$ cat config.mk
export PLATFORM = sky130hd
export DESIGN_NAME = colorizer_pipe
export DESIGN_NICKNAME = d
export VERILOG_FILES = /design/src/rtl/colorizer_pipe.sv
export SDC_FILE = /design/constraint.sdc
export NUM_CORES = 1
export LEC_CHECK = 0
export CAP_MARGIN = 20
export CORE_ASPECT_RATIO = 1.4
export CORE_MARGIN = 1.5
export CORE_UTILIZATION = 30
export DETAILED_ROUTE_END_ITERATION = 7
export GPL_TIMING_DRIVEN = 0
export PLACE_DENSITY_LB_ADDON = 0.2
export SLEW_MARGIN = 20
export SYNTH_ARGS = -nofsm -noshare
export SYNTH_HDL_FRONTEND = slang
export SYNTH_SLANG_ARGS = --single-unit
$ cat constraint.sdc
create_clock -name clk -period 11.35 [get_ports clk]
set_clock_uncertainty 0.1 [all_clocks]
set_input_delay 2.27 -clock clk [delete_from_list [all_inputs] [get_ports clk]]
set_output_delay 2.27 -clock clk [all_outputs]
set_load 0.005 [all_outputs]
$ cat src/rtl/colorizer_pipe.sv
// Pixel colorizer: aligns syncs with map/icon data, looks up a
// double-buffered palette and blinks the icon overlay per frame.
module colorizer_pipe #(
  parameter int SYNC_DLY     = 2,
  parameter int BLINK_FRAMES = 30
) (
  input  logic        clk,
  input  logic        reset,
  input  logic        video_on,
  input  logic        hsync_in,
  input  logic        vsync_in,
  input  logic [1:0]  world_pixel,
  input  logic [1:0]  icon,
  input  logic        blink_en,
  input  logic        pal_we,
  input  logic [2:0]  pal_addr,
  input  logic [11:0] pal_data,
  output logic        pal_pending,
  output logic        video_on_out,
  output logic        hsync_out,
  output logic        vsync_out,
  output logic [11:0] rgb
);

  typedef enum logic [1:0] {
    SOLID = 2'd0,
    SHOW  = 2'd1,
    HIDE  = 2'd2
  } blink_e;

  logic [SYNC_DLY-1:0] von_sr_q, von_sr_d;
  logic [SYNC_DLY-1:0] hs_sr_q, hs_sr_d;
  logic [SYNC_DLY-1:0] vs_sr_q, vs_sr_d;
  logic                von_dly, hs_dly, vs_dly;
  logic                vs_prev_q;
  logic                frame_edge;

  logic                von_out_q, hs_out_q, vs_out_q;
  logic [11:0]         rgb_q, rgb_d;
  logic                pend_q, pend_d;

  logic [11:0]         shadow_q [8];
  logic [11:0]         active_q [8];

  blink_e              state_q, state_d;
  logic [7:0]          cnt_q, cnt_d;

  function automatic logic [11:0] pal_rst(input int idx);
    case (idx)
      0:       pal_rst = 12'hFFF;
      2:       pal_rst = 12'hF00;
      3:       pal_rst = 12'h00F;
      5:       pal_rst = 12'h0F0;
      6:       pal_rst = 12'hFF0;
      7:       pal_rst = 12'hF0F;
      default: pal_rst = 12'h000;
    endcase
  endfunction

  assign von_sr_d = SYNC_DLY'({von_sr_q, video_on});
  assign hs_sr_d  = SYNC_DLY'({hs_sr_q, hsync_in});
  assign vs_sr_d  = SYNC_DLY'({vs_sr_q, vsync_in});

  assign von_dly = von_sr_q[SYNC_DLY-1];
  assign hs_dly  = hs_sr_q[SYNC_DLY-1];
  assign vs_dly  = vs_sr_q[SYNC_DLY-1];

  assign frame_edge = vs_prev_q & ~vs_dly;

  // A write landing on a boundary cycle still counts as pending
  assign pend_d = pal_we ? 1'b1 : (frame_edge ? 1'b0 : pend_q);

  always_comb begin
    rgb_d = 12'h000;
    if (von_dly) begin
      if (icon != 2'd0 && state_q != HIDE) begin
        rgb_d = active_q[{1'b1, icon}];
      end else begin
        rgb_d = active_q[{1'b0, world_pixel}];
      end
    end
  end

  always_comb begin
    state_d = state_q;
    cnt_d   = cnt_q;
    case (state_q)
      SOLID: begin
        if (frame_edge && blink_en) begin
          state_d = SHOW;
          cnt_d   = 8'd0;
        end
      end
      SHOW, HIDE: begin
        if (!blink_en) begin
          state_d = SOLID;
          cnt_d   = 8'd0;
        end else if (frame_edge) begin
          if (cnt_q == 8'(BLINK_FRAMES - 1)) begin
            state_d = (state_q == SHOW) ? HIDE : SHOW;
            cnt_d   = 8'd0;
          end else begin
            cnt_d = cnt_q + 8'd1;
          end
        end
      end
      default: begin
        state_d = SOLID;
        cnt_d   = 8'd0;
      end
    endcase
  end

  always_ff @(posedge clk) begin
    if (reset) begin
      von_sr_q  <= '0;
      hs_sr_q   <= '0;
      vs_sr_q   <= '0;
      vs_prev_q <= 1'b1;
      von_out_q <= 1'b0;
      hs_out_q  <= 1'b0;
      vs_out_q  <= 1'b0;
      rgb_q     <= 12'h000;
      pend_q    <= 1'b0;
      state_q   <= SOLID;
      cnt_q     <= 8'd0;
      for (int i = 0; i < 8; i++) begin
        shadow_q[i] <= pal_rst(i);
        active_q[i] <= pal_rst(i);
      end
    end else begin
      von_sr_q  <= von_sr_d;
      hs_sr_q   <= hs_sr_d;
      vs_sr_q   <= vs_sr_d;
      vs_prev_q <= vs_dly;
      von_out_q <= von_dly;
      hs_out_q  <= hs_dly;
      vs_out_q  <= vs_dly;
      rgb_q     <= rgb_d;
      pend_q    <= pend_d;
      state_q   <= state_d;
      cnt_q     <= cnt_d;
      if (frame_edge) begin
        for (int i = 0; i < 8; i++) begin
          active_q[i] <= shadow_q[i];
        end
      end
      if (pal_we) begin
        shadow_q[pal_addr] <= pal_data;
      end
    end
  end

  assign pal_pending  = pend_q;
  assign video_on_out = von_out_q;
  assign hsync_out    = hs_out_q;
  assign vsync_out    = vs_out_q;
  assign rgb          = rgb_q;

endmodule

=== Yosys cells after proc, flatten, opt, wreduce, memory -nomap -nowiden ===
Memory sizes are Yosys's and may differ from the RTL's.
Cells that the tools add are included.
Widths: inputs -> output; s select.

* Flip-flop bits (word level): 33
* RAM bits: 192
* Bits of input ports: 26
* Output and inout bits: 16
* Memories: 2

{| class="wikitable"
|+ Memories
! memory !! depth !! width !! rd ports !! clocked after Yosys merged registers in !! write ports !! line !! source
|-
| active_q || 8 || 12 || 2 || 0 || 8 || 43 || <nowiki>logic [11:0] active_q [8];</nowiki>
|-
| shadow_q || 8 || 12 || 8 || 0 || 8 || 42 || <nowiki>logic [11:0] shadow_q [8];</nowiki>
|}

* Add/subtract/negate cells: 1
* Equal/unequal tests: 7
* Multiplexer cells: 40
* Bitwise logic cells: 11
* Reduce and logical (&&, ||, !) cells: 10

{| class="wikitable"
|+ Operator list
! cell !! number
|-
| $mux 12 || 17
|-
| $mux 8 || 4
|-
| $pmux 8 s2 || 1
|-
| $reduce_or 12->1 || 1
|-
| $mux 1 || 11
|-
| $mux 2 || 5
|-
| $add 8x1->8 const B || 1
|-
| $eq 8x5->1 const B || 1
|-
| $or 1x1->1 || 8
|-
| $ne 3x3->1 const B || 2
|-
| $ne 2x2->1 const B || 2
|-
| $pmux 2 s2 || 1
|-
| $reduce_bool 2->1 || 2
|-
| $reduce_or 2->1 || 2
|-
| $mux 3 || 1
|-
| $reduce_and 3->1 || 1
|-
| $eq 2x1->1 const B || 1
|-
| $eq 2x2->1 const B || 1
|-
| $logic_and 1x1->1 || 2
|-
| $logic_not 2->1 || 1
|-
| $not 1->1 || 2
|-
| $reduce_and 2->1 || 1
|-
| $and 1x1->1 || 1
|}

=== Logic depth before layout (Yosys ltp) ===
Gate-level depths: netlist of run 1.

* Word-level depth: 6
* Mapped depth: 6
* Mapped depth without buffers: 6

=== Least setup slack after synthesis of run 1 ===
No wires, ideal clock.

* Kind: input to register
* Start point: input reset
* End point: memory active_q[0][0], enable pin
* Setup time: 457 ps
* Data arrival time: 4,845 ps
* Required time: 10,793 ps
* Setup slack: 5,949 ps
* Stages on the path: 3
* Path buffers: 2
* Cells stage by stage: clkbuf_1 clkbuf_1 nand2b_1

{| class="wikitable"
|+ RTL lines
! what !! line !! source
|-
| start, declared || 8 || <nowiki>input logic reset,</nowiki>
|-
| end, declared || 43 ||
|}

==> results of run 1 <==
## synthesized netlist by cell type
| master | count | area, um^2 |
|---|---|---|
| nand2b_1 | 5 | 31.3 |
| nor2b_1 | 17 | 106 |
| or2_2 | 35 | 219 |
| o21bai_1 | 1 | 7.51 |
| a21oi_1 | 4 | 20.0 |
| a21oi_2 | 1 | 8.76 |
| or3b_1 | 1 | 8.76 |
| or4_1 | 1 | 7.51 |
| nand3_1 | 1 | 5.00 |
| a211oi_1 | 1 | 7.51 |
| and3_1 | 2 | 12.5 |
| nand2_1 | 3 | 11.3 |
| buf_6 | 1 | 11.3 |
| nand3b_1 | 1 | 7.51 |
| and2_1 | 80 | 500 |
| mux4_2 | 12 | 270 |
| xnor2_1 | 1 | 8.76 |
| mux2i_1 | 12 | 120 |
| xor2_1 | 6 | 52.6 |
| ha_1 | 6 | 75.1 |
| edfxtp_1 | 168 | 5040 |
| o2111ai_1 | 5 | 43.8 |
| buf_1 | 1 | 3.75 |
| o21ai_0 | 3 | 15.0 |
| and3b_1 | 1 | 8.76 |
| clkbuf_1 | 23 | 86.3 |
| a22oi_1 | 12 | 90.1 |
| o221a_2 | 12 | 135 |
| inv_1 | 17 | 63.8 |
| or4_4 | 1 | 11.3 |
| nor2_1 | 18 | 67.6 |
| nor4_1 | 1 | 6.26 |
| nor4b_2 | 1 | 15.0 |
| o21ba_2 | 1 | 10.0 |
| or2_1 | 1 | 6.26 |
| buf_2 | 4 | 20.0 |
| dfxtp_1 | 33 | 661 |
| or3_1 | 53 | 332 |
| clkbuf_2 | 2 | 10.0 |
| nor2_4 | 1 | 11.3 |
## registers in the layout, summed over array words and instances (netlist names)
name,flops
hsync_out,1
vs_sr_q,2
video_on_out,1
vs_prev_q,1
von_sr_q,2
hs_sr_q,2
state_q,2
cnt_q,8
rgb,12
pal_pending,1
shadow_q,84
active_q,84
vsync_out,1
## cells in the final DEF, fill, tap and decap left out, types with 2 or more instances in the layout
cell type	synthesis	routed
a22oi_1	12	12
a21oi_1	4	4
and2_1	80	80
nand2_1	3	3
clkbuf_1	23	25
clkinv_1	0	3
or3_1	53	53
xor2_1	6	6
bufinv_16	0	2
clkbuf_2	2	2
buf_2	4	4
or2_2	35	35
edfxtp_1	168	168
inv_1	17	17
dfxtp_1	33	33
clkinv_4	0	2
nor2_1	18	18
ha_1	6	6
mux2i_1	12	12
mux4_2	12	12
clkbuf_16	0	21
nand2b_1	5	4
nor2b_1	17	17
o2111ai_1	5	5
clkinv_2	0	4
and3_1	2	2
o21ai_0	3	3
clkdlybuf4s50_1	0	40
o221a_2	12	12
## critical path: stages
cell and delay (ns):
clkdlybuf4s50_1 0.68, clkbuf_1 0.55, clkbuf_1 0.56, nand2b_4 0.53
buf_16 0.32
## power groups by stage
stage                     combinational [mW]  clock, mW  sequential [mW]
final                                  0.120      0.658            0.862
after global routing                   0.132      0.698            0.867
after CTS                              0.123      0.672            0.863
after detailed placement               0.123          0            0.879
after global placement                 0.118          0            0.879
after floorplan                       0.0694          0            0.874
## worst paths after layout
kind | from | end | cells after the start
worst max-delay path | reset | active_q[5][1]$_SDFFCE_PN0P_ | 5
worst min-delay path | hs_sr_q[1]$_SDFF_PP0_ | hsync_out$_SDFF_PP0_ | 1
worst max register to register | state_q[0]$_SDFFE_PP0P_ | cnt_q[3]$_SDFFE_PP0P_ | 6
worst min register to register | hs_sr_q[1]$_SDFF_PP0_ | hsync_out$_SDFF_PP0_ | 1
## cell type report
cell class,count,share of cell area
buffer,31,0.0136
clock buffer,23,0.0551
clock inverter,12,0.0120
inverter,17,0.00660
multi-input combinational,300,0.232
sequential,201,0.590
tap,365,0.0472
timing repair buffer,41,0.0442
## cells by family (layout without fill, tap and decap cells)
family,count (synthesis),after routing
muxes,24,24
AOI/OAI and AO/OA,40,40
xor gates and xnor gates,7,7
adders and majority gates,6,6
DFF,201,201
buffers and inverters,48,124
and+or+nand+nor,223,223
## metal layers
metal / vias up / track usage / share of wire
met5: - / 0 / 0
met1: 2134 / 0.167 / 0.43
met3: 27 / 0.0196 / 0.037
met2: 77 / 0.246 / 0.51
li1: 2125 / - / -
met4: 0 / 0.0389 / 0.021
==> flow_summary.json, run 1 <==
{
  "multi_input_area_um2": 2240,
  "syn-num-nets": 581,
  "p_int_mw": 1.28,
  "drt_iter0_drc": 271,
  "status": "finished clean",
  "io_pins": 42,
  "cts_setup_buffers": 0,
  "die_area_um2": 28100,
  "final_cells": 990,
  "die_h_um": 198,
  "crit_required_ns": 11.42,
  "switching_share": 0.221,
  "p_comb_frac": 0.073,
  "maxClockFrequency_mhz": 204,
  "final_util": 0.362,
  "yosys.area_share.xor_xnor": 0.00754,
  "fin_area_um2": 9670,
  "area_delta_synth_final_pct": 19.0,
  "slew_headroom": 0.503,
  "cp-end-kind": "flip-flop",
  "yosys.area_share.adder": 0.00923,
  "yosys.area_share.simple": 0.168,
  "drc_errors": 0,
  "r2r_slack_ns": 9.12,
  "grt_pass1_vias": 4570,
  "synth_top_family_by_area": "simple AND/OR/NAND/NOR gates",
  "pwr-share-clk": 0.401,
  "p_seq_frac": 0.526,
  "cap_violations": 0,
  "antenna_found_initial": 0,
  "yosysWarnings": 0,
  "fillCellCount": 2524,
  "grt_max_degree": 57,
  "cts_resized": 0,
  "period_share": 0.431,
  "p_total_mw": 1.64,
  "cts_buffer_depth": 3,
  "diodes": 0,
  "ys_seq_area_frac": 0.702,
  "vias_per_cell": 4.41,
  "vdd.ir_drop.worst_mv": 0.0757,
  "worst-endpoint-arrival_ns": 4.96,
  "core_um2": 26700,
  "fin_crit_ns": 4.89,
  "path_class": "in -> reg",
  "cts_made_buffers": 20,
  "clock_latency_ns": 0.49,
  "cts_tree": "built",
  "place_area_um2": 9020,
  "cellLeakagePower_nw": 3.33,
  "gp_congestion": 0.765,
  "hold_viol": 0,
  "worst_pin_slew_ns": 0.746,
  "dpl.hpwl_mm": 13.7,
  "synthCells": 549,
  "synth_mux_area_frac": 0.0480,
  "wirelength_mm": 18.7,
  "syn_area_um2": 8130,
  "dp.cells": 955,
  "die_w_um": 142,
  "vias": 4363,
  "grt_usage": 0.136,
  "avgSynthCellArea_um2": 14.8,
  "initial_core_util": 0.304,
  "p_switching_mw": 0.362,
  "grt.overflow.total": 0,
  "dr.pass1.iters": 4,
  "slew_viol_final": 0,
  "ff_latch_area_um2": 5710,
  "std_cell_rows": 71,
  "fin_nets": 644,
  "whs_ns": 0.344,
  "synth_cell_types": 40,
  "htreeDepth": 1,
  "clkSlewWorstSetupHoldPaths_ns": 0.06,
  "ant_nets": 0,
  "critPathLaunchType": "primary input",
  "synth-compound-area-share": 0.0415,
  "setup_violations": 0,
  "rsz0062_at_grt": "no",
  "io_buffers": 40,
  "worst_slack_ns": 6.46,
  "layout-drive-gt1-share": 0.165,
  "fin_setup_tns_ns": 0,
  "root_buffer": "clkbuf_16",
  "ys_ff_latch": 201,
  "hold_buffers": 0,
  "min_path_type": "reg -> reg",
  "power_per_cell_area_nw_per_um2": 170,
  "dp_slack_ns": 5.93,
  "clock-sinks": 201,
  "grt_pass1_wl_mm": 28.2,
  "crit_fanout": 56,
  "wl_per_cell_um": 18.9
}
(Power assumes the default switching activity.)
==> inputs of run 2 (changes only) <==
==> constraint.sdc (replaced) <==
create_clock -name clk -period 4.9 [get_ports clk]
set_clock_uncertainty 0.1 [all_clocks]
set_input_delay 0.98 -clock clk [delete_from_list [all_inputs] [get_ports clk]]
set_output_delay 0.98 -clock clk [all_outputs]
set_load 0.005 [all_outputs]
==> results of run 2 <==
Same layout as run 1 (identical final DEF). Status: finished clean.
Main changes from that run: setup slack after placement 5.93 ns -> 0.769 ns; setup slack after layout 6.46 ns -> 1.30 ns; register-to-register setup slack 9.12 ns -> 2.67 ns; total power 1.64 mW -> 3.80 mW; worst IR drop on VDD 0.0757 mV -> 0.175 mV
==> inputs of run 3 (changes only) <==
==> constraint.sdc (replaced) <==
create_clock -name clk -period 3.1 [get_ports clk]
set_clock_uncertainty 0.1 [all_clocks]
set_input_delay 0.62 -clock clk [delete_from_list [all_inputs] [get_ports clk]]
set_output_delay 0.62 -clock clk [all_outputs]
set_load 0.005 [all_outputs]
==> run 3 against run 2 <==
Compared with the run above: sequential share of layout area up 0.73 points; die area is the same; largest cell class unchanged; sequential cell count stayed put; global-route usage hardly changed; sequential power grew 58%; via count decreased by 0.44%; cell count shrank 0.51%; clock-buffer cell count unchanged.
==> flow_summary.json, run 3 (same netlist as run 1, synthesis figures left out) <==
{
  "grt_pass1_vias": 4613,
  "slew_headroom": 0.531,
  "worst-endpoint-arrival_ns": 3.00,
  "clock_latency_ns": 0.49,
  "critPathLaunchType": "primary input",
  "vias": 4344,
  "drt_iter0_drc": 317,
  "holdPathStages": 1,
  "period_share": 0.945,
  "p_total_mw": 5.66,
  "slew_viol_final": 0,
  "cts_setup_buffers": 0,
  "fin_area_um2": 9560,
  "vias_per_cell": 4.41,
  "crit_path_max_incr_delay_ns": 0.66,
  "wirelength_mm": 18.6,
  "initial_core_util": 0.304,
  "root_buffer": "clkbuf_16",
  "die_w_um": 142,
  "fillCellCount": 2563,
  "fin_crit_ns": 2.93,
  "power_per_cell_area_nw_per_um2": 592,
  "path_class": "in -> reg",
  "min_to": "hsync_out$_SDFF_PP0_",
  "antenna_found_initial": 0,
  "io_buffers": 40,
  "min_path_type": "reg -> reg",
  "crit_family": "buffers and inverters",
  "status": "finished clean",
  "core_um2": 26700,
  "grt_pass1_wl_mm": 28.2,
  "dr.pass1.iters": 4,
  "cts_made_buffers": 19,
  "die_area_um2": 28100,
  "die_h_um": 198,
  "cp_slowest_cell": "clkdlybuf4s50_1",
  "crit_required_ns": 3.17,
  "final_cells": 985,
  "fin_nets": 644,
  "dp.cells": 955,
  "cp-end-kind": "flip-flop",
  "area_delta_synth_final_pct": 17.5,
  "gp_congestion": 0.756,
  "clock-sinks": 201,
  "crit_fanout": 51,
  "grt.overflow.total": 0,
  "wl_per_cell_um": 18.9,
  "grt_max_degree": 52,
  "mostFrequentLayoutCells": "edfxtp_1 (168), and2_1 (80), or3_1 (53), clkdlybuf4s50_1 (40), or2_2 (35)",
  "cts_buffer_depth": 3,
  "hold_viol": 0,
  "maxClockFrequency_mhz": 341,
  "r2r_slack_ns": 0.94,
  "htreeDepth": 1,
  "setup_violations": 0,
  "diodes": 0,
  "crit_chain": "clkdlybuf4s50_1, clkbuf_2, clkbuf_1, nand2b_4, buf_16",
  "vdd.ir_drop.worst_mv": 0.236,
  "cts_tree": "built",
  "cp.buffers_inverters": 4,
  "hold_start": "hs_sr_q[1]$_SDFF_PP0_",
  "r2r-start": "vs_sr_q[1]$_SDFF_PP0_",
  "dpl.hpwl_mm": 13.5,
  "io_pins": 42,
  "layout-drive-gt1-share": 0.158,
  "clkSlewWorstSetupHoldPaths_ns": 0.06,
  "grt_usage": 0.136,
  "ant_nets": 0,
  "layout_commonest_cell": "edfxtp_1",
  "r2r_cells": 6,
  "std_cell_rows": 71,
  "cap_violations": 0,
  "drc_errors": 0,
  "reg2reg_to": "active_q[2][7]$_SDFFCE_PN0P_",
  "worst_pin_slew_ns": 0.704,
  "place_area_um2": 9020,
  "cellLeakagePower_nw": 3.27
}
==> run 3: changes by cell type in the layout (fill, tap and decap cells not counted), sizes merged <==
cell      delta
clkinv       -3
bufinv       -2
clkinvlp     -1
nand2b       +1
==> run 3: layer usage <==
metal  GRT usage  vias to the layer above  part of all wire
met4      0.0389                        0             0.019
met5           0                        -                 0
met1       0.163                     2128              0.42
met3      0.0208                       21             0.038
met2       0.250                       75              0.52
li1            -                     2120                 -
==> run 3: report_power, final <==
group | internal (mW) | leakage [nW] | total, mW | switching [mW]
sequential | 3.10 | 1.92 | 3.16 | 0.0515
clock | 1.12 | 0.258 | 2.06 | 0.943
combinational | 0.174 | 1.10 | 0.440 | 0.266
==> run 3: metrics by stage <==
step | hold WS [ns] | util | TNS [ns] | setup WS, ns
4_1_cts | 0.348 | 0.357 | 0 | 0.0528
3_5_place_dp | 0.334 | 0.338 | -58.65 | -0.666
2_1_floorplan | 0.314 | - | 0 | 0.332
6_report | 0.339 | 0.357 | 0 | 0.169
5_1_grt | 0.360 | 0.357 | -0.0680 | -0.00854
3_3_place_gp | 0.319 | 0.336 | -138.96 | -1.51
==> run 3: timing repair <==
action | CTS | global route
endpoints found under the setup margin | 51 | 51
hold buffers | 0 | 0
pin swaps | 0 | 0
gates resized for setup | 1 | 0
gates cloned | 0 | 1
hold endpoints to repair | 0 | 0
==> run 3: how the worst max path moves through the flow <==
stage	slack (ns)	startpoint	end	depth (start not counted)
after global placement	-1.51	reset	active_q[7][1]$_SDFFCE_PP1P_	4
after global routing	-0.009	reset	active_q[7][0]$_SDFFCE_PP1P_	5
final	0.17	reset	active_q[7][0]$_SDFFCE_PP1P_	5
after detailed placement	-0.67	reset	active_q[6][2]$_SDFFCE_PP0P_	5
after floorplan	0.33	reset	active_q[0][0]$_SDFFCE_PN1P_	3
after CTS	0.05	reset	active_q[6][1]$_SDFFCE_PP0P_	5
==> run 3: final cells by class <==
class / count / area (um^2) / area share
Clock buffer: 23 / 490 / 0.0513
Timing Repair Buffer: 41 / 428 / 0.0448
Tap cell: 365 / 457 / 0.0478
Sequential cell: 201 / 5710 / 0.597
Inverter: 17 / 63.8 / 0.00668
Buffer: 31 / 133 / 0.0139
Clock inverter: 6 / 31.3 / 0.00327
Multi-Input combinational cell: 301 / 2250 / 0.235
